==> src/rtl/apb_uart_regif.sv <==
// APB3 register front end for one UART channel: DATA/STATUS/CTRL/INT/BAUD/PARITY,
// a small TX FIFO with wait-state back-pressure, a 1-byte RX holding register and a maskable irq.
module apb_uart_regif #(
    parameter int unsigned TX_DEPTH = 4,
    parameter int unsigned WAIT_MAX = 15
) (
    input  logic        PCLK,
    input  logic        PRESETn,
    input  logic        PSEL,
    input  logic        PENABLE,
    input  logic        PWRITE,
    input  logic [9:0]  PADDR,
    input  logic [31:0] PWDATA,
    output logic [31:0] PRDATA,
    output logic        PREADY,
    output logic        PSLVERR,
    output logic [7:0]  tx_data,
    output logic        tx_valid,
    input  logic        tx_ready,
    input  logic [7:0]  rx_data,
    input  logic        rx_valid,
    output logic        irq
);

    localparam int unsigned PTR_W  = $clog2(TX_DEPTH);
    localparam int unsigned CNT_W  = $clog2(TX_DEPTH) + 1;
    localparam int unsigned WAIT_W = $clog2(WAIT_MAX + 1);

    localparam logic [9:0] ADDR_DATA   = 10'h000;
    localparam logic [9:0] ADDR_STATUS = 10'h001;
    localparam logic [9:0] ADDR_CTRL   = 10'h002;
    localparam logic [9:0] ADDR_INT    = 10'h003;
    localparam logic [9:0] ADDR_BAUD   = 10'h004;
    localparam logic [9:0] ADDR_PARITY = 10'h005;

    // State and output registers
    logic [7:0]        fifo_q [TX_DEPTH];
    logic [7:0]        fifo_d [TX_DEPTH];
    logic [PTR_W-1:0]  wr_ptr_q, wr_ptr_d;
    logic [PTR_W-1:0]  rd_ptr_q, rd_ptr_d;
    logic [CNT_W-1:0]  count_q, count_d;
    logic [6:0]        ctrl_q, ctrl_d;
    logic [3:0]        int_q, int_d;
    logic [18:0]       baud_q, baud_d;
    logic [6:0]        parity_q, parity_d;
    logic [7:0]        rx_hold_q, rx_hold_d;
    logic              rx_full_q, rx_full_d;
    logic              rx_overrun_q, rx_overrun_d;
    logic [WAIT_W-1:0] wait_cnt_q, wait_cnt_d;
    logic              xfer_q, xfer_d;
    logic [31:0]       prdata_q, prdata_d;
    logic              pready_q, pready_d;
    logic              pslverr_q, pslverr_d;
    logic [7:0]        tx_data_q, tx_data_d;
    logic              tx_valid_q, tx_valid_d;
    logic              irq_q, irq_d;

    // Address decode and bus phase qualifiers
    logic is_data, is_status, is_ctrl, is_int, is_baud, is_parity, is_mapped;
    logic setup_c, access_c, complete_c, waiting_c;
    logic wr_ok_c, rd_ok_c, push_c, pop_c, drop_c;
    logic rx_load_c, rd_clr_c, overrun_evt_c;
    logic tx_full_c, tx_empty_c;
    logic [2:0]  cnt_disp_c;
    logic [31:0] rd_mux_c;
    logic [3:0]  int_set_c, int_clr_c;
    logic        pwdata_unused;

    assign is_data   = (PADDR == ADDR_DATA);
    assign is_status = (PADDR == ADDR_STATUS);
    assign is_ctrl   = (PADDR == ADDR_CTRL);
    assign is_int    = (PADDR == ADDR_INT);
    assign is_baud   = (PADDR == ADDR_BAUD);
    assign is_parity = (PADDR == ADDR_PARITY);
    assign is_mapped = (PADDR <= ADDR_PARITY);

    assign pwdata_unused = ^PWDATA[31:19];

    // xfer_q guards against an access phase that was never preceded by a setup phase
    assign setup_c    = PSEL & ~PENABLE;
    assign access_c   = PSEL & PENABLE & xfer_q;
    assign complete_c = access_c & pready_q;
    assign waiting_c  = access_c & ~pready_q;

    assign wr_ok_c = complete_c & PWRITE & ~pslverr_q;
    assign rd_ok_c = complete_c & ~PWRITE & ~pslverr_q;
    assign drop_c  = complete_c & PWRITE & is_data & pslverr_q;

    assign tx_full_c  = (count_q == CNT_W'(TX_DEPTH));
    assign tx_empty_c = (count_q == '0);
    assign push_c     = wr_ok_c & is_data;
    assign pop_c      = tx_valid_q & tx_ready;

    assign rx_load_c     = rx_valid & ctrl_q[5];
    assign rd_clr_c      = rd_ok_c & is_data;
    assign overrun_evt_c = rx_load_c & rx_full_q & ~rd_clr_c;

    assign cnt_disp_c = (32'(count_q) > 32'd7) ? 3'd7 : 3'(count_q);

    always_comb begin
        fifo_d       = fifo_q;
        wr_ptr_d     = wr_ptr_q;
        rd_ptr_d     = rd_ptr_q;
        count_d      = count_q;
        ctrl_d       = ctrl_q;
        baud_d       = baud_q;
        parity_d     = parity_q;
        rx_hold_d    = rx_hold_q;
        rx_full_d    = rx_full_q;
        rx_overrun_d = rx_overrun_q;
        wait_cnt_d   = '0;
        xfer_d       = xfer_q;
        prdata_d     = '0;
        pready_d     = 1'b1;
        pslverr_d    = 1'b0;
        rd_mux_c     = '0;
        int_set_c    = '0;
        int_clr_c    = '0;

        // Register read mux, sampled at the end of the setup phase
        case (PADDR)
            ADDR_DATA:   rd_mux_c = {24'b0, rx_hold_q};
            ADDR_STATUS: rd_mux_c = {25'b0, cnt_disp_c, rx_overrun_q, tx_empty_c, rx_full_q, tx_full_c};
            ADDR_CTRL:   rd_mux_c = {25'b0, ctrl_q};
            ADDR_INT:    rd_mux_c = {28'b0, int_q};
            ADDR_BAUD:   rd_mux_c = {13'b0, baud_q};
            ADDR_PARITY: rd_mux_c = {25'b0, parity_q};
            default:     rd_mux_c = '0;
        endcase

        // TX FIFO: push and pop may coincide
        if (push_c) begin
            fifo_d[wr_ptr_q] = PWDATA[7:0];
            wr_ptr_d         = wr_ptr_q + PTR_W'(1);
        end
        if (pop_c) begin
            rd_ptr_d = rd_ptr_q + PTR_W'(1);
        end
        count_d = count_q + CNT_W'(push_c) - CNT_W'(pop_c);

        // Bus handshake: PREADY/PSLVERR/PRDATA for the coming cycle
        if (!PSEL) begin
            xfer_d = 1'b0;
        end else if (setup_c) begin
            xfer_d   = 1'b1;
            prdata_d = PWRITE ? 32'h0 : rd_mux_c;
            if (!is_mapped) begin
                pslverr_d = 1'b1;
            end else if (PWRITE && is_data && (count_d == CNT_W'(TX_DEPTH))) begin
                pready_d = 1'b0;
            end
        end else if (waiting_c) begin
            prdata_d = prdata_q;
            if (count_d == CNT_W'(TX_DEPTH)) begin
                if (wait_cnt_q == WAIT_W'(WAIT_MAX - 1)) begin
                    pslverr_d = 1'b1;
                end else begin
                    pready_d   = 1'b0;
                    wait_cnt_d = wait_cnt_q + WAIT_W'(1);
                end
            end
        end else if (complete_c) begin
            xfer_d = 1'b0;
        end

        if (wr_ok_c && is_ctrl) begin
            ctrl_d = PWDATA[6:0];
        end
        if (wr_ok_c && is_baud) begin
            baud_d = PWDATA[18:0];
        end
        if (wr_ok_c && is_parity) begin
            parity_d = PWDATA[6:0];
        end
        if (wr_ok_c && is_int) begin
            int_clr_c = PWDATA[3:0];
        end

        // RX holding register: a new byte beats a same-cycle read clear
        if (rx_load_c) begin
            rx_hold_d = rx_data;
        end
        rx_full_d    = rx_load_c | (rx_full_q & ~rd_clr_c);
        rx_overrun_d = overrun_evt_c | (rx_overrun_q & ~(rd_ok_c & is_status));

        int_set_c[0] = ~tx_empty_c & (count_d == '0);
        int_set_c[1] = rx_load_c;
        int_set_c[2] = drop_c;
        int_set_c[3] = overrun_evt_c;
        int_d        = (int_q & ~int_clr_c) | int_set_c;

        tx_valid_d = ctrl_d[4] & (count_d != '0);
        tx_data_d  = (count_d != '0) ? fifo_d[rd_ptr_d] : 8'h00;
        irq_d      = |(int_d & ctrl_d[3:0]);
    end

    always_ff @(posedge PCLK) begin
        if (!PRESETn) begin
            for (int unsigned i = 0; i < TX_DEPTH; i++) begin
                fifo_q[i] <= '0;
            end
            wr_ptr_q     <= '0;
            rd_ptr_q     <= '0;
            count_q      <= '0;
            ctrl_q       <= '0;
            int_q        <= '0;
            baud_q       <= '0;
            parity_q     <= '0;
            rx_hold_q    <= '0;
            rx_full_q    <= 1'b0;
            rx_overrun_q <= 1'b0;
            wait_cnt_q   <= '0;
            xfer_q       <= 1'b0;
            prdata_q     <= '0;
            pready_q     <= 1'b1;
            pslverr_q    <= 1'b0;
            tx_data_q    <= '0;
            tx_valid_q   <= 1'b0;
            irq_q        <= 1'b0;
        end else begin
            fifo_q       <= fifo_d;
            wr_ptr_q     <= wr_ptr_d;
            rd_ptr_q     <= rd_ptr_d;
            count_q      <= count_d;
            ctrl_q       <= ctrl_d;
            int_q        <= int_d;
            baud_q       <= baud_d;
            parity_q     <= parity_d;
            rx_hold_q    <= rx_hold_d;
            rx_full_q    <= rx_full_d;
            rx_overrun_q <= rx_overrun_d;
            wait_cnt_q   <= wait_cnt_d;
            xfer_q       <= xfer_d;
            prdata_q     <= prdata_d;
            pready_q     <= pready_d;
            pslverr_q    <= pslverr_d;
            tx_data_q    <= tx_data_d;
            tx_valid_q   <= tx_valid_d;
            irq_q        <= irq_d;
        end
    end

    assign PRDATA   = prdata_q;
    assign PREADY   = pready_q;
    assign PSLVERR  = pslverr_q;
    assign tx_data  = tx_data_q;
    assign tx_valid = tx_valid_q;
    assign irq      = irq_q;

endmodule

==> config.mk <==
export PLATFORM = sky130hd
export DESIGN_NAME = apb_uart_regif
export DESIGN_NICKNAME = d
export VERILOG_FILES = /design/src/rtl/apb_uart_regif.sv
export SDC_FILE = /design/constraint.sdc
export NUM_CORES = 1
export LEC_CHECK = 0
export CAP_MARGIN = 20
export CORE_MARGIN = 10
export CORE_UTILIZATION = 48
export DETAILED_ROUTE_END_ITERATION = 7
export PLACE_DENSITY = 0.77
export SLEW_MARGIN = 20
export SYNTH_ARGS = -nofsm -noshare
export SYNTH_HDL_FRONTEND = slang
export SYNTH_SLANG_ARGS = --single-unit
==> constraint.sdc <==
create_clock -name PCLK -period 3.97 [get_ports PCLK]
set_input_delay 0.794 -clock PCLK [delete_from_list [all_inputs] [get_ports PCLK]]
set_output_delay 0.794 -clock PCLK [all_outputs]
set_load 0.05 [all_outputs]
# Word-level counts from Yosys, hierarchy flattened
# Cells that the tools add are included.
[classes]
magnitude_cmp = 4
eq_ne = 9
n_bitwise = 41
mux = 27
reduce_logical = 17
n_addsub = 5
[op_table]
columns = ["cell", "count"]
rows = [
  ["32-bit 2-to-1 mux", 4],
  ["19-bit case mux with 6 select lines", 1],
  ["32-bit bitwise mux", 1],
  ["8-bit 2-to-1 mux", 3],
  ["1-bit bitwise AND", 22],
  ["10-bit by 2-bit == test with 1-bit output (second input constant)", 2],
  ["10-bit by 3-bit == test with 1-bit output (second input constant)", 2],
  ["8-bit binary-select mux with 2-bit select", 1],
  ["8-bit demux with 2-bit select", 1],
  ["1-bit 2-to-1 mux", 13],
  ["1-bit NOT", 11],
  ["10-bit by 1-bit == test with 1-bit output (second input constant)", 1],
  ["10-bit by 3-bit less-or-equal comparator with 1-bit output (second input constant)", 1],
  ["10-bit logical NOT", 1],
  ["4-bit bitwise AND", 2],
  ["1-bit logical AND", 7],
  ["3-bit == test (second input constant)", 2],
  ["3-bit >= comparator (second input constant)", 2],
  ["3-bit logical NOT", 2],
  ["2-bit NOT with 3-bit output", 2],
  ["2-bit AND reduction", 3],
  ["6-bit OR reduction", 1],
  ["5-bit 2-to-1 mux", 1],
  ["2-bit by 1-bit adder with 2-bit output (second input constant)", 2],
  ["other kinds (14)", 15],
]
[word_totals]
inputBits = 57
wordCells = 126
reg_bits = 135

# Logic depth before layout (Yosys ltp)
# Gate-level depths: netlist (run 1).
[logic_depth]
word_depth = 13
ltp_mapped = 15
depth_no_buf = 11

# Worst setup path after synthesis (run 1)
# OpenSTA, ideal clock, no wires.
[synth_path]
path_kind = "in2reg"
startpoint = "input port PADDR[6]"
endpoint = "register tx_data_q[0], in the netlist tx_data[0]"
setup_slack_ps = -302
arrival_ps = 4138
required_ps = 3836
cell_stages = 14
setup_time_ps = 134
cell_sequence = "or4_4 or4_4 buf_6 buf_2 inv_1 ha_1 inv_1 fa_1 xor3_1 o21ai_0 or3_1 clkbuf_1 a21oi_1 or4_1"
[synth_via]
elab_chain_cells = 6
word_cells_on_any_way = 10
classes_between = "2 x add/sub; 4 x mux; 1 x bitwise; 3 x reduce/logical"
[synth_lines]
columns = ["element", "line", "rtl"]
rows = [
  ["from (decl)", "12", "input logic [9:0] PADDR,"],
  ["10-bit logical NOT *", "69", "assign is_data = (PADDR == ADDR_DATA);"],
  ["1-bit bitwise AND *", "91", "assign push_c = wr_ok_c & is_data;"],
  ["named net push_c", "61", "logic wr_ok_c, rd_ok_c, push_c, pop_c, drop_c;"],
  ["3-bit by 1-bit adder with 3-bit output / 32-bit 2-to-1 mux (equally long branches)", "139, 132", ""],
  ["3-bit by 1-bit subtractor with 3-bit output / 8-bit binary-select mux with 2-bit select (equally long branches)", "139, 193", ""],
  ["3-bit nonzero test / 8-bit 2-to-1 mux (equally long branches)", "193", "tx_data_d = (count_d != '0) ? fifo_d[rd_ptr_d] : 8'h00;"],
  ["2-bit AND reduction (no source line) / 8-bit 2-to-1 mux (equally long branches)", "--", ""],
  ["to (signal assigned)", "237", "tx_data_q <= tx_data_d;"],
  ["to (decl)", "54", "logic [7:0] tx_data_q, tx_data_d;"],
]
# Mark *: on every way through the listed nets, which the timed path passes. The rest lies on a longest branch. The select of a mux whose other input is x is not followed.
# A chain may end at the register's enable or synchronous reset.

# Worst setup path after layout (run 1)
[layout_path]
startpoint = "input port PADDR[7]"
endpoint = "register irq_q, in the netlist irq"
[layout_via]
elab_chain_cells = 9
word_cells_on_any_way = 22
classes_between = "2 x add/sub; 2 x eq/ne; 2 x mux; 11 x bitwise; 5 x reduce/logical"
[layout_lines]
columns = ["element", "line", "rtl"]
rows = [
  ["10-bit logical NOT", "69", ""],
  ["1-bit bitwise AND", "91", ""],
  ["named net push_c", "61", ""],
  ["3-bit by 1-bit adder with 3-bit output", "139", "count_d = count_q + CNT_W'(push_c) - CNT_W'(pop_c);"],
  ["3-bit by 1-bit subtractor with 3-bit output", "139", ""],
  ["3-bit logical NOT", "186", "int_set_c[0] = ~tx_empty_c & (count_d == '0);"],
  ["1-bit bitwise AND", "186", ""],
  ["4-bit OR", "190", "int_d = (int_q & ~int_clr_c) | int_set_c;"],
  ["4-bit bitwise AND", "194", "irq_d = |(int_d & ctrl_d[3:0]);"],
  ["4-bit OR reduction", "194", ""],
  ["to (signal assigned)", "239", "irq_q <= irq_d;"],
  ["to (decl)", "56", "logic irq_q, irq_d;"],
]
# The timed path passes the listed nets, and every way through them passes these cells.

==> flow_summary.toml, run 1 <==
[cells_and_area]
final_util = 0.641
areaGrowthSynthToFinish_pct = 29.6
layout-drive-gt1-share = 0.125
n_antenna_cell = 0
fin_nets = 810

[grt]
grt_usage = 0.200
grt_pass1_wl_microns = 26800
antenna_found_initial = 0
first_global_vias = 5282
grt_overflow_total = 0
grt_max_degree = 53

[logic_synthesis]
syn_area_sq_mm = 0.00570
yosysSeqAreaShare = 0.429
synth_cells = 662
avgSynthCellArea_sq_um = 8.61
ys.warnings.count = 0
synth_ff_type = "dfxtp_1"
synth_edf_count = 0
yosys.area.top_type_share = 0.429
synth.most_common_cell = "dfxtp_1"
ys_ff_latch = 122
yosys.area.top_type = "dfxtp_1"
yosys-top-cells-area = "dfxtp_1 (43%), a21boi_0 (7.9%), nand2_1 (5.0%)"
postSynth.asyncResetShare = 0
synth_top_cells_by_count = "dfxtp_1 (122), nand2_1 (76), a21boi_0 (60), a21oi_1 (49), clkbuf_1 (41)"
synthDistinctLibCells = 58

[power_and_ir_drop]
power_frac_comb = 0.050
power_switching_mw = 0.646
intPower_mw = 2.35
swShare = 0.216
p_per_area_mw_per_mm2 = 405
ir_worst_vdd_mv = 0.300
p_seq_frac = 0.410
power_leakage_nw = 2.67
clockPowerShare = 0.540

[timing]
worst_pin_slew_ns = 0.739
finalCritPeriodShare = 1.03
fin_tns_setup_ns = -0.113
setup_violations = 1
finalClockSkew_ns = 0.00382
fmax_mhz = 245
slew_headroom = 0.503
period_needed_ns = 4.08
final-hold-violation-count = 0
setup_ws_ns = -0.113
slew_viol_final = 0

[run_status]
violations = "setup timing"
status = "finished, violations left"

[setup_path]
startpoint_type = "input port"
regToRegSetupSlack_ns = 0.19
path_class = "in2reg"
crit_fanout = 3
r2r_cells = 13
arrival_ns = 4.44
reg2reg_from = "PSLVERR"
worstReg2RegEnd = "irq"
crit_required_ns = 4.32
end_kind = "flop"

[min_path]
min_path_type = "reg2reg"
min_from = "PRDATA[0]"
min_path_cells = 2
hold_end = "PRDATA[0]"

[clock_network]
cts_hold_buf = 0
cts.sinks = 122
clock_latency_ns = 0.43
cts_tree = "yes"
cts_buffers = 17
clock-root-buffer = "clkbuf_16"
ctsHtreeMaxLevel = 4
cts.reportedPaths.clkPinSlew_ns = 0.05
cts_max_path_buffers = 2

[placed_design]
place_congestion = 0.906
io_buffers = 74
hpwlAfterDp_microns = 11300

[floorplan]
dieArea_sq_mm = 0.0166
num_rows = 39
io_pins = 101
coreArea_sq_mm = 0.0115
die_y_microns = 129
start_util = 0.495
die_width_microns = 129

[drt]
drcViolationCount = 0
drt-vias-per-instance = 5.95
wl_microns = 16800
post_drt_wl_per_cell_microns = 18.7
ant_nets = 0
dr.first_iter.drc_count = 488
firstDrtPassIters = 7
num_vias = 5359

[run]
maxCapViolations = 0
==> sequential cells by signal (all words and copies together), names as in the netlist <==
signal	count
cnt_disp_c	3
wait_cnt_q	4
rx_full_q	1
PSLVERR	1
wr_ptr_q	2
PREADY	1
tx_valid	1
fifo_q	32
rx_hold_q	8
parity_q	7
PRDATA	19
ctrl_q	7
irq	1
baud_q	19
int_q	4
rd_ptr_q	2
tx_data	8
xfer_q	1
rx_overrun_q	1
==> worst max-delay path by stage <==
stage | startpoint | endpoint | slack, ns | cells after the start
after floorplan | PADDR[8] | tx_data[0] | -0.06 | 14
after global placement | PADDR[8] | tx_data[1] | -0.43 | 12
after detailed placement | PADDR[8] | tx_data[1] | -0.47 | 12
after CTS | PADDR[8] | tx_data[6] | 0.005 | 12
after global routing | PADDR[7] | irq | -0.09 | 14
final | PADDR[7] | irq | -0.11 | 14
==> metal layers <==
metal / vias up / track usage / part of all wire
met1: 2536 / 0.232 / 0.40
met2: 265 / 0.340 / 0.49
met4: 0 / 0.0936 / 0.027
li1: 2515 / - / -
met3: 43 / 0.0509 / 0.084
met5: - / 0 / 0
==> repair_timing <==
| item | 4_1_cts | 5_1_grt |
|---|---|---|
| pin swaps | 0 | 15 |
| resized for setup | 7 | 12 |
| endpoints found under the setup margin | 8 | 13 |
| setup buffers | 0 | 6 |
==> area by class of cell <==
cell class                      instances  area (sq um)
Clock buffer                           19           443
Tap cell                              143           179
Clock inverter                         13           175
Sequential cell                       122          2440
Multi-Input combinational cell        475          3030
Fill cell                             943          4130
Inverter                               17          66.3
Timing Repair Buffer                  111          1050
==> cell usage in the layout, fill, tap and decap left out, types with 20 or more instances in the layout <==
cell             synthesis  final
dfxtp_1                122    122
nand2_1                 76     76
clkdlybuf4s50_1          0     66
a21boi_0                60     60
a21oi_1                 49     49
buf_4                   13     35
nand4_1                 33     33
o21ai_0                 28     27
nor2_1                  25     24
nor2b_1                 21     21
mux2i_1                 20     20
==> metrics by stage <==
stage	hold slack, ns	instances	worst slack, ns	power, mW	area (sq um)
finish	0.447	900	-0.113	2.99	7380
floorplan	0.430	674	-0.0550	1.34	5780
CTS	0.451	894	0.00460	3.00	7290
detailed placement	0.445	862	-0.473	1.40	6630
global route	0.481	900	-0.0949	3.07	7380
global placement	0.441	862	-0.432	1.40	6630
==> critical path: stages <==
cell             delay, ns
clkdlybuf4s50_1       0.42
or4_4                 0.53
or4_4                 0.48
inv_4                 0.10
ha_4                  0.12
inv_2                 0.03
fa_2                  0.36
buf_4                 0.16
or3b_4                0.38
a221oi_2              0.32
buf_4                 0.20
o2111ai_1             0.13
a21oi_1               0.22
nand4bb_1             0.17
==> logic make-up after synthesis <==
| kind of cell | Yosys count | share of synthesized area |
|---|---|---|
| AOI/OAI and AO/OA | 195 | 0.218 |
| adders and majority gates | 9 | 0.0211 |
| DFF | 122 | 0.429 |
| xor gates and xnor gates | 8 | 0.0149 |
| and+or+nand+nor | 227 | 0.210 |
| muxes | 23 | 0.0430 |
| other | 1 | 0.000658 |
| buffers and inverters | 77 | 0.0637 |
==> power groups by stage <==
stage               sequential, mW  clock, mW  combinational, mW
detailed placement            1.25          0              0.148
CTS                           1.23       1.62              0.149
global placement              1.25          0              0.146
floorplan                     1.25          0             0.0836
finish                        1.23       1.62              0.150
global route                  1.23       1.69              0.158
Power figures use the tool's default switching activity.
==> inputs of run 2 (changes only) <==
- CORE_UTILIZATION: 48 -> 53
- GPL_TIMING_DRIVEN: unset -> 0
- PLACE_DENSITY: 0.77 -> 0.8
- clock period: 3.97 -> 4.3 ns (I/O delays scaled with it)
==> flow_summary.toml, run 2 (synthesized netlist as in run 1, its figures left out) <==
[clock_network]
cts.sinks = 122
cts.reportedPaths.clkPinSlew_ns = 0.06
cts_hold_buf = 0
cts_tree = "yes"
clock-root-buffer = "clkbuf_8"
cts_max_path_buffers = 2
ctsHtreeMaxLevel = 4
clock_latency_ns = 0.53
cts_buffers = 17

[grt]
first_global_vias = 5490
grt_usage = 0.236
grt_overflow_total = 0
grt_max_degree = 18
grt_pass1_wl_microns = 28400
antenna_found_initial = 0

[drt]
dr.first_iter.drc_count = 547
ant_nets = 0
wl_microns = 18400
post_drt_wl_per_cell_microns = 20.1
num_vias = 5489
firstDrtPassIters = 5
drcViolationCount = 0
drt-vias-per-instance = 6.01

[floorplan]
dieArea_sq_mm = 0.0153
start_util = 0.547
num_rows = 37
io_pins = 101
die_y_microns = 124
die_width_microns = 124
coreArea_sq_mm = 0.0104

[timing]
final-hold-violation-count = 0
worst_pin_slew_ns = 1.08
slew_viol_final = 0
slew_headroom = 0.275
finalClockSkew_ns = 0.00972
period_needed_ns = 4.27
finalCritPeriodShare = 0.993
fmax_mhz = 234
setup_violations = 0

[cells_and_area]
n_antenna_cell = 0
mostFrequentLayoutCell = "dfxtp_1"
multi_input_comb_area_sq_mm = 0.00303
layout-drive-gt1-share = 0.100
final_cell_area_sq_mm = 0.00733
fin_nets = 831
final_cell_mix = "dfxtp_1 (122), nand2_1 (76), clkdlybuf4s50_1 (67), a21boi_0 (60), a21oi_1 (49)"
final.fill_count = 827
largest_register = "fifo_q"
largest_reg_flops = 32
final_util = 0.704
areaGrowthSynthToFinish_pct = 28.7
register_area_sq_mm = 0.00244

[min_path]
min_path_type = "reg2reg"
hold_end = "PRDATA[3]"
min_from = "PRDATA[3]"
min_path_cells = 2

[setup_path]
crit_path_top_delay_cell = "or4_4"
crit_chain = "clkdlybuf4s50_1 > or4_4 > or4_4 > buf_12 > inv_2 > ha_1 > inv_1 > fa_2 > nand2b_4 > o21ai_2 > or3_4 > clkbuf_8 > a21oi_1 > or4_4"
regToRegSetupSlack_ns = 0.48
reg2reg_from = "PSLVERR"
slowest_delay_ns = 0.58
cpLargestDelayFamily = "simple AND/OR/NAND/NOR gates"
worst_path_most_repeated_cell = "or4_4"
cp_num_buf_inv = 5
r2r_cells = 13
startpoint_type = "input port"
arrival_ns = 4.67
end_kind = "flop"
crit_required_ns = 4.70
crit_fanout = 17
worstReg2RegEnd = "tx_data[6]"
path_class = "in2reg"

[power_and_ir_drop]
ir_worst_vdd_mv = 0.322
p_per_area_mw_per_mm2 = 368
power_leakage_nw = 2.57

[placed_design]
place_area_sq_mm = 0.00661
place_congestion = 0.952
io_buffers = 69
hpwlAfterDp_microns = 13000

[run_status]
status = "finished, final reports clean"

[run]
maxCapViolations = 0
run 2: cell count changes in the layout (fill, tap and decap cells not counted), moves of 4 or more:
cell,before,now
buf_4,35,17
clkbuf_1,1,40
clkinv_4,0,4
dlymetal6s2s_1,7,1
run 2: metrics by stage:
step | total power, mW | std cells | setup TNS, ns | hold slack [ns] | setup WS (ns)
2_1_floorplan | 1.23 | 674 | 0 | 0.430 | 0.00878
3_5_place_dp | 1.30 | 879 | -13.26 | 0.448 | -1.07
3_3_place_gp | 1.30 | 879 | -12.24 | 0.441 | -1.02
6_report | 2.70 | 914 | 0 | 0.452 | 0.0318
5_1_grt | 2.76 | 914 | -0.0438 | 0.480 | -0.0232
4_1_cts | 2.70 | 911 | 0 | 0.454 | 0.0534
run 2: metal layers:
metal	vias to the layer above	GRT usage	wire length (microns)
met5	-	0	0
met4	0	0.124	617
met3	55	0.0602	1760
met2	300	0.399	8900
met1	2572	0.270	7090
li1	2562	-	-
run 2: worst min-delay path, stage by stage (launching register included):
cell and delay (ns):
dfxtp_1 0.31, nand2_1 0.05, a21oi_1 0.05
run 2: layout make-up:
type / instances / area share
Multi-Input combinational cell: 475 / 0.413
Timing Repair Buffer: 73 / 0.0985
Clock buffer: 17 / 0.0565
Buffer: 59 / 0.0427
Clock inverter: 15 / 0.0241
Inverter: 17 / 0.00870
Tap cell: 136 / 0.0232
Sequential cell: 122 / 0.333
run 2: worst max path at each step:
stage	start	end	slack (ns)	cells after the start
finish	PADDR[4]	tx_data[6]	0.03	14
global placement	PADDR[1]	tx_data[2]	-1.02	14
global route	PADDR[4]	tx_data[0]	-0.02	14
floorplan	PADDR[6]	tx_data[0]	0.009	13
detailed placement	PADDR[1]	tx_data[2]	-1.07	14
CTS	PADDR[6]	tx_data[6]	0.05	14
run 2: power by group:
part	total (mW)	switching, mW	leakage [nW]	internal (mW)
Sequential	1.13	0.000705	0.982	1.13
Combinational	0.148	0.0884	1.30	0.0597
Clock	1.42	0.538	0.284	0.882
run 2: repair_timing:
item / in CTS / in global routing
setup buffers: 1 / 3
pin swaps: 0 / 5
resized for setup: 16 / 8
hold endpoints to repair: 0 / 0
setup endpoints to repair: 14 / 9
